## src/rtl/fifo_w1_r16_64_if.sv

```systemverilog
// fifo_w1_r16_64_if: bit-in / word-out port bundle for fifo_w1_r16_64; flush exists only with FIFO_W1_R16_FLUSH_EN
interface fifo_w1_r16_64_if #(
    parameter int WORD_DEPTH = 4
);
    logic din;
    logic wr_en;
    logic rd_en;
`ifdef FIFO_W1_R16_FLUSH_EN
    logic flush;
`endif
    logic [15:0] dout;
    logic full;
    logic empty;
    logic [3:0] bit_count;
    logic [$clog2(WORD_DEPTH):0] word_count;
    logic overflow;
    logic underflow;
`ifdef FIFO_W1_R16_FLUSH_EN
    modport master (output din, wr_en, rd_en, flush,
                    input dout, full, empty, bit_count, word_count, overflow, underflow);
    modport slave (input din, wr_en, rd_en, flush,
                   output dout, full, empty, bit_count, word_count, overflow, underflow);
`else
    modport master (output din, wr_en, rd_en,
                    input dout, full, empty, bit_count, word_count, overflow, underflow);
    modport slave (input din, wr_en, rd_en,
                   output dout, full, empty, bit_count, word_count, overflow, underflow);
`endif
endinterface

```

## src/rtl/fifo_w1_r16_64.sv

```systemverilog
// fifo_w1_r16_64: packs a serial bitstream MSB-first into 16-bit words queued in a WORD_DEPTH-word FIFO
// Define FIFO_W1_R16_FLUSH_EN to add a flush input that zero-pads and pushes a partial word.
module fifo_w1_r16_64 #(
    parameter int WORD_DEPTH = 4
) (
    input logic clk,
    input logic rst,
    fifo_w1_r16_64_if.slave bus
);
    localparam int AW = $clog2(WORD_DEPTH);
    localparam int CW = AW + 1;
    logic [15:0] mem [WORD_DEPTH];
    logic [14:0] shreg, shreg_nxt;
    logic [3:0] bit_cnt, cnt_nxt;
    logic [CW-1:0] wcnt;
    logic [AW-1:0] wp, rp;
    logic [15:0] dout_q, push_word;
    logic ovf, unf, full, empty, at_cap, accept, pop, push_bit, flush_push, flush_drop, push;
    assign at_cap = wcnt == CW'(WORD_DEPTH);
    assign full = at_cap && bit_cnt == 4'd15;
    assign empty = wcnt == '0;
    assign accept = bus.wr_en && !full;
    assign pop = bus.rd_en && !empty;
    assign push_bit = accept && bit_cnt == 4'd15;
    assign shreg_nxt = accept ? {shreg[13:0], bus.din} : shreg;
    assign cnt_nxt = accept ? bit_cnt + 4'd1 : bit_cnt;
`ifdef FIFO_W1_R16_FLUSH_EN
    // Flush acts on the partial word including this cycle's bit; a word completed by that bit needs no flush.
    assign flush_push = bus.flush && cnt_nxt != 4'd0 && !at_cap;
    assign flush_drop = bus.flush && cnt_nxt != 4'd0 && at_cap;
    assign push_word = push_bit ? {shreg, bus.din} : {1'b0, shreg_nxt} << (5'd16 - {1'b0, cnt_nxt});
`else
    assign flush_push = 1'b0;
    assign flush_drop = 1'b0;
    assign push_word = {shreg, bus.din};
`endif
    assign push = push_bit || flush_push;
    always_ff @(posedge clk) begin
        if (push) mem[wp] <= push_word;
    end
    always_ff @(posedge clk) begin
        if (rst) begin
            shreg <= '0;
            bit_cnt <= '0;
            wcnt <= '0;
            wp <= '0;
            rp <= '0;
            dout_q <= '0;
            ovf <= 1'b0;
            unf <= 1'b0;
        end else begin
            shreg <= push ? '0 : shreg_nxt;
            bit_cnt <= push ? 4'd0 : cnt_nxt;
            wcnt <= wcnt + CW'(push) - CW'(pop);
            wp <= push ? wp + AW'(1) : wp;
            rp <= pop ? rp + AW'(1) : rp;
            dout_q <= pop ? mem[rp] : dout_q;
            ovf <= ovf || (bus.wr_en && full) || flush_drop;
            unf <= unf || (bus.rd_en && empty);
        end
    end
    assign bus.dout = dout_q;
    assign bus.full = full;
    assign bus.empty = empty;
    assign bus.bit_count = bit_cnt;
    assign bus.word_count = wcnt;
    assign bus.overflow = ovf;
    assign bus.underflow = unf;
endmodule

```

## src/flat_wrapper.sv

```systemverilog
// flat-port wrapper written by rule: the top's interface ports become plain ports
module fifo_w1_r16_64_flat 
#(
    parameter int WORD_DEPTH = 4
)
  (clk, rst, bus_din, bus_wr_en, bus_rd_en, bus_dout, bus_full, bus_empty, bus_bit_count, bus_word_count, bus_overflow, bus_underflow);
  fifo_w1_r16_64_if #(.WORD_DEPTH(WORD_DEPTH)) bus_i ();
  input logic clk;
  input logic rst;
  input wire logic [$bits(bus_i.din)-1:0] bus_din;
  input wire logic [$bits(bus_i.wr_en)-1:0] bus_wr_en;
  input wire logic [$bits(bus_i.rd_en)-1:0] bus_rd_en;
  output wire logic [$bits(bus_i.dout)-1:0] bus_dout;
  output wire logic [$bits(bus_i.full)-1:0] bus_full;
  output wire logic [$bits(bus_i.empty)-1:0] bus_empty;
  output wire logic [$bits(bus_i.bit_count)-1:0] bus_bit_count;
  output wire logic [$bits(bus_i.word_count)-1:0] bus_word_count;
  output wire logic [$bits(bus_i.overflow)-1:0] bus_overflow;
  output wire logic [$bits(bus_i.underflow)-1:0] bus_underflow;
  assign bus_i.din = bus_din;
  assign bus_i.wr_en = bus_wr_en;
  assign bus_i.rd_en = bus_rd_en;
  assign bus_dout = bus_i.dout;
  assign bus_full = bus_i.full;
  assign bus_empty = bus_i.empty;
  assign bus_bit_count = bus_i.bit_count;
  assign bus_word_count = bus_i.word_count;
  assign bus_overflow = bus_i.overflow;
  assign bus_underflow = bus_i.underflow;
  fifo_w1_r16_64 #(.WORD_DEPTH(WORD_DEPTH)) u_core (.clk(clk), .rst(rst), .bus(bus_i));
endmodule
```

## config.mk

```make
export PLATFORM = sky130hd
export DESIGN_NAME = fifo_w1_r16_64_flat
export DESIGN_NICKNAME = d
export VERILOG_FILES = /design/src/rtl/fifo_w1_r16_64_if.sv /design/src/rtl/fifo_w1_r16_64.sv /design/src/flat_wrapper.sv
export SDC_FILE = /design/constraint.sdc
export NUM_CORES = 1
export LEC_CHECK = 0
export CORE_ASPECT_RATIO = 0.8
export CORE_MARGIN = 3
export CORE_UTILIZATION = 42
export DETAILED_ROUTE_END_ITERATION = 6
export PLACE_DENSITY_LB_ADDON = 0.08
export SYNTH_ARGS = -nofsm -noshare
export SYNTH_HDL_FRONTEND = slang
export SYNTH_SLANG_ARGS = --single-unit
```

## constraint.sdc

```tcl
create_clock -name clk -period 1.96 [get_ports clk]
set_input_delay 0.196 -clock clk [delete_from_list [all_inputs] [get_ports clk]]
set_output_delay 0.196 -clock clk [all_outputs]
set_load 0.05 [all_outputs]
```

==> results of run 1 <==
==> through the flow <==
step	hold WS (ns)	cell area (µm²)	setup slack [ns]	power [W]
2_1_floorplan	0.2949	4066	-0.08199	0.003856
3_3_place_gp	0.4570	4765	-0.1001	0.004413
3_5_place_dp	0.4618	4765	-0.1432	0.004423
4_1_cts	0.4780	5065	0.009087	0.006194
5_1_grt	0.4969	5075	-0.05890	0.006431
6_report	0.4741	5075	0.008974	0.006098
==> worst max path at each step <==
stage / endpoint / cells past startpoint / slack (ns)
global route: u_core.bus.word_count[2] / 8 / -0.06
global placement: u_core.bus.word_count[2] / 9 / -0.10
detailed placement: u_core.bus.word_count[2] / 9 / -0.14
finish: u_core.bus.word_count[2] / 8 / 0.009
floorplan: u_core.bus.word_count[2] / 8 / -0.08
CTS: u_core.bus.word_count[2] / 8 / 0.009
==> area by class of cell <==
| type | instances | area (µm²) | share of cell area |
|---|---|---|---|
| Tap cell | 115 | 143.9 | 0.02835 |
| Clock buffer | 10 | 229.0 | 0.04512 |
| Clock inverter | 6 | 51.30 | 0.01011 |
| Inverter | 16 | 60.06 | 0.01183 |
| Timing Repair Buffer | 62 | 650.6 | 0.1282 |
| Multi-Input combinational cell | 113 | 1126 | 0.2219 |
| Sequential cell | 108 | 2814 | 0.5545 |
==> sequential cells by signal, summed over array words and instances, names as in the netlist <==
name and count:
u_core.mem 64, u_core.bus.dout 16, u_core.shreg 15, u_core.bus.bit_count 4, u_core.bus.word_count 3, u_core.rp 2, u_core.wp 2, u_core.bus.overflow 1
u_core.bus.underflow 1
==> logic make-up after synthesis <==
logic type / Yosys count
AO/OA/AOI/OAI: 48
adder cells (fa/ha/maj): 8
flip-flops: 108
XOR/XNOR: 4
buffers and inverters: 32
multiplexers: 16
AND/OR/NAND/NOR: 37
==> layout by cell type, fill, tap and decap left out, types with 9 or more instances in the layout <==
| cell type | synthesis | layout |
|---|---|---|
| a22o_1 | 16 | 16 |
| buf_12 | 0 | 9 |
| buf_4 | 0 | 24 |
| clkbuf_16 | 0 | 9 |
| clkdlybuf4s50_1 | 0 | 29 |
| dfxtp_1 | 44 | 39 |
| edfxtp_1 | 64 | 64 |
| inv_1 | 16 | 15 |
| mux4_2 | 16 | 16 |
| nand2b_1 | 9 | 9 |
| o32ai_1 | 14 | 14 |
==> synth_stat cells <==
master	count	area (µm²)
nor3b_1	1	7.510
xnor2_1	3	26.28
and4_1	1	8.760
nor3_1	1	5.000
nor2b_1	3	18.77
o31a_1	1	8.760
a21oi_1	7	35.03
buf_2	5	25.02
edfxtp_1	64	1922
or3b_1	1	8.760
or3_1	1	6.260
and3_1	5	31.28
o32ai_4	1	27.53
ha_1	7	87.58
inv_1	16	60.06
nand2_1	3	11.26
a31oi_1	1	6.260
buf_6	2	22.52
xor2_1	1	8.760
nand3_1	3	15.01
or2_2	1	6.260
nor2_1	7	26.28
clkbuf_1	7	26.28
nand2b_1	9	56.30
a22o_1	16	140.1
mux4_2	16	360.4
o32ai_1	14	122.6
o21a_1	1	7.510
buf_1	2	7.510
nand4_1	1	6.260
dfxtp_1	44	880.8
o22ai_1	1	6.260
fa_1	1	20.02
a211oi_1	2	15.01
o21ai_0	3	15.01
o311ai_0	1	8.760
==> where the power goes <==
group          total, W  switching, W  internal [W]
Combinational   0.00179       0.00101      0.000775
Clock           0.00169      0.000806      0.000885
Sequential      0.00262     0.0000854       0.00253
Total           0.00610       0.00190       0.00419
==> layer usage <==
metal / GRT usage / vias to the layer above / share of wire
met5: 0 / - / 0
met4: 0.05217 / 0 / 0.012
met3: 0.05087 / 7 / 0.042
met2: 0.2322 / 43 / 0.47
met1: 0.2072 / 1107 / 0.48
li1: - / 1092 / -
==> critical path: stages, from the launching register on <==
cell	delay [ns]
dfxtp_4	0.35
o31a_1	0.29
ha_1	0.28
inv_1	0.04
ha_2	0.17
fa_2	0.37
xnor2_2	0.14
xnor2_1	0.16
nor2_1	0.05
==> what timing repair did <==
action,in CTS,in global routing
buffers inserted,1,1
endpoints found under the hold margin,0,0
pin swaps,3,4
resized for setup,3,2
endpoints found under the setup margin,2,2
hold buffers,0,0
==> results.toml, run 1 <==
[outcome]
status = "finished clean"

[grt]
grt_use_total = 0.1529
antenna_found_initial = 0
grt_pass1_wl_um = 12110
first_global_vias = 2203
grt_max_degree = 21
overflow = 0

[setup_path]
cp.required_ns = 2.19
r2r_end = "u_core.bus.word_count[2]"
crit_path_end_kind = "flop"
path_class = "flop to flop"
arrival_ns = 2.18
worstReg2RegStart = "u_core.bus.word_count[1]"
ff2ff_setup_slack_ns = 0.009
cp_max_fo = 2
worstSetupStartpointType = "flop"
critPathLaunch = "u_core.bus.word_count[1]"
worstRegToRegCells = 8

[place]
routabilityCongestion = 0.7429
place_inst = 412
port_buffers = 31
hpwlAfterDp_um = 5020

[timing]
worst_pin_slew_ns = 0.5140
rsz0062_at_grt = "yes"
period_needed_ns = 1.951
setup_viol = 0
period_share = 0.9954
slew-limit-headroom = 0.6562
clock_skew_ns = 0.009050
max_freq_mhz = 512.6
fin_setup_tns_ns = 0
slew_violations = 0
finalHoldViolCount = 0

[synthesis]
synth_nets = 266
yosys_warnings = 0
netlist_instances = 253
synth_top_family_by_area = "compound AO/OA/AOI/OAI gates"
ys_types = 36
synth_compound_area_frac = 0.09706
synthSimpleGateAreaFrac = 0.05131
netlist_area_um2 = 4048
yosysSeqAreaShare = 0.6924
synth_mux_area_frac = 0.08903
ys_seq_elements = 108
syn_area_per_cell_um2 = 16.00
synth_xor_area_frac = 0.008655
synth_adder_area_share = 0.02658

[clock_tree]
cts_max_level = 3
cts_buffer_depth = 2
ctsRootBufferMaster = "clkbuf_16"
clk_pin_slew_worst_paths_ns = 0.07
worstSkewPairLatency_ns = 0.34
clock_sinks = 108
cts_tree = "built"
numCtsBuffers = 9

[worst_hold_path]
min_delay_worst_endpoint = "u_core.bus.dout[15]"
hold_depth = 1
hp-start = "u_core.bus.dout[15]"
holdCritPathClass = "flop to flop"

[detailed_routing]
routed_wl_um = 7515
dr_total_vias = 2249
ant_nets = 0
routed_via_density = 5.230
wl_per_cell_um = 17.48
drc = 0
first_pass_iters = 4
drtIter0Drc = 97

[floorplan]
dieArea_um2 = 10860
io_pins = 32
die_w_um = 115.8
coreArea_um2 = 9231
row_count = 31
start_util = 0.4385
dieHeight_um = 93.81

[final_layout]
fin_nets = 323
drive_gt1_frac = 0.2540
synthToLayoutAreaGrowth_pct = 25.38
n_fill_cell = 793
fin_cells = 430
antennaDiodeCount = 0
fin_util = 0.5497

[power]
cellLeakagePower_nw = 1.739
ir_worst_vdd_mv = 1.080
p_per_area_nw_per_um2 = 1202

[flow_run]
drv_cap = 0
Note: power is estimated with default switching activity, not from simulation.
==> inputs of run 2 (changes only) <==
Settings changed: GPL_TIMING_DRIVEN from default to 1.
==> results of run 2 <==
Final layout, timing and power as in run 1 (identical DEF).
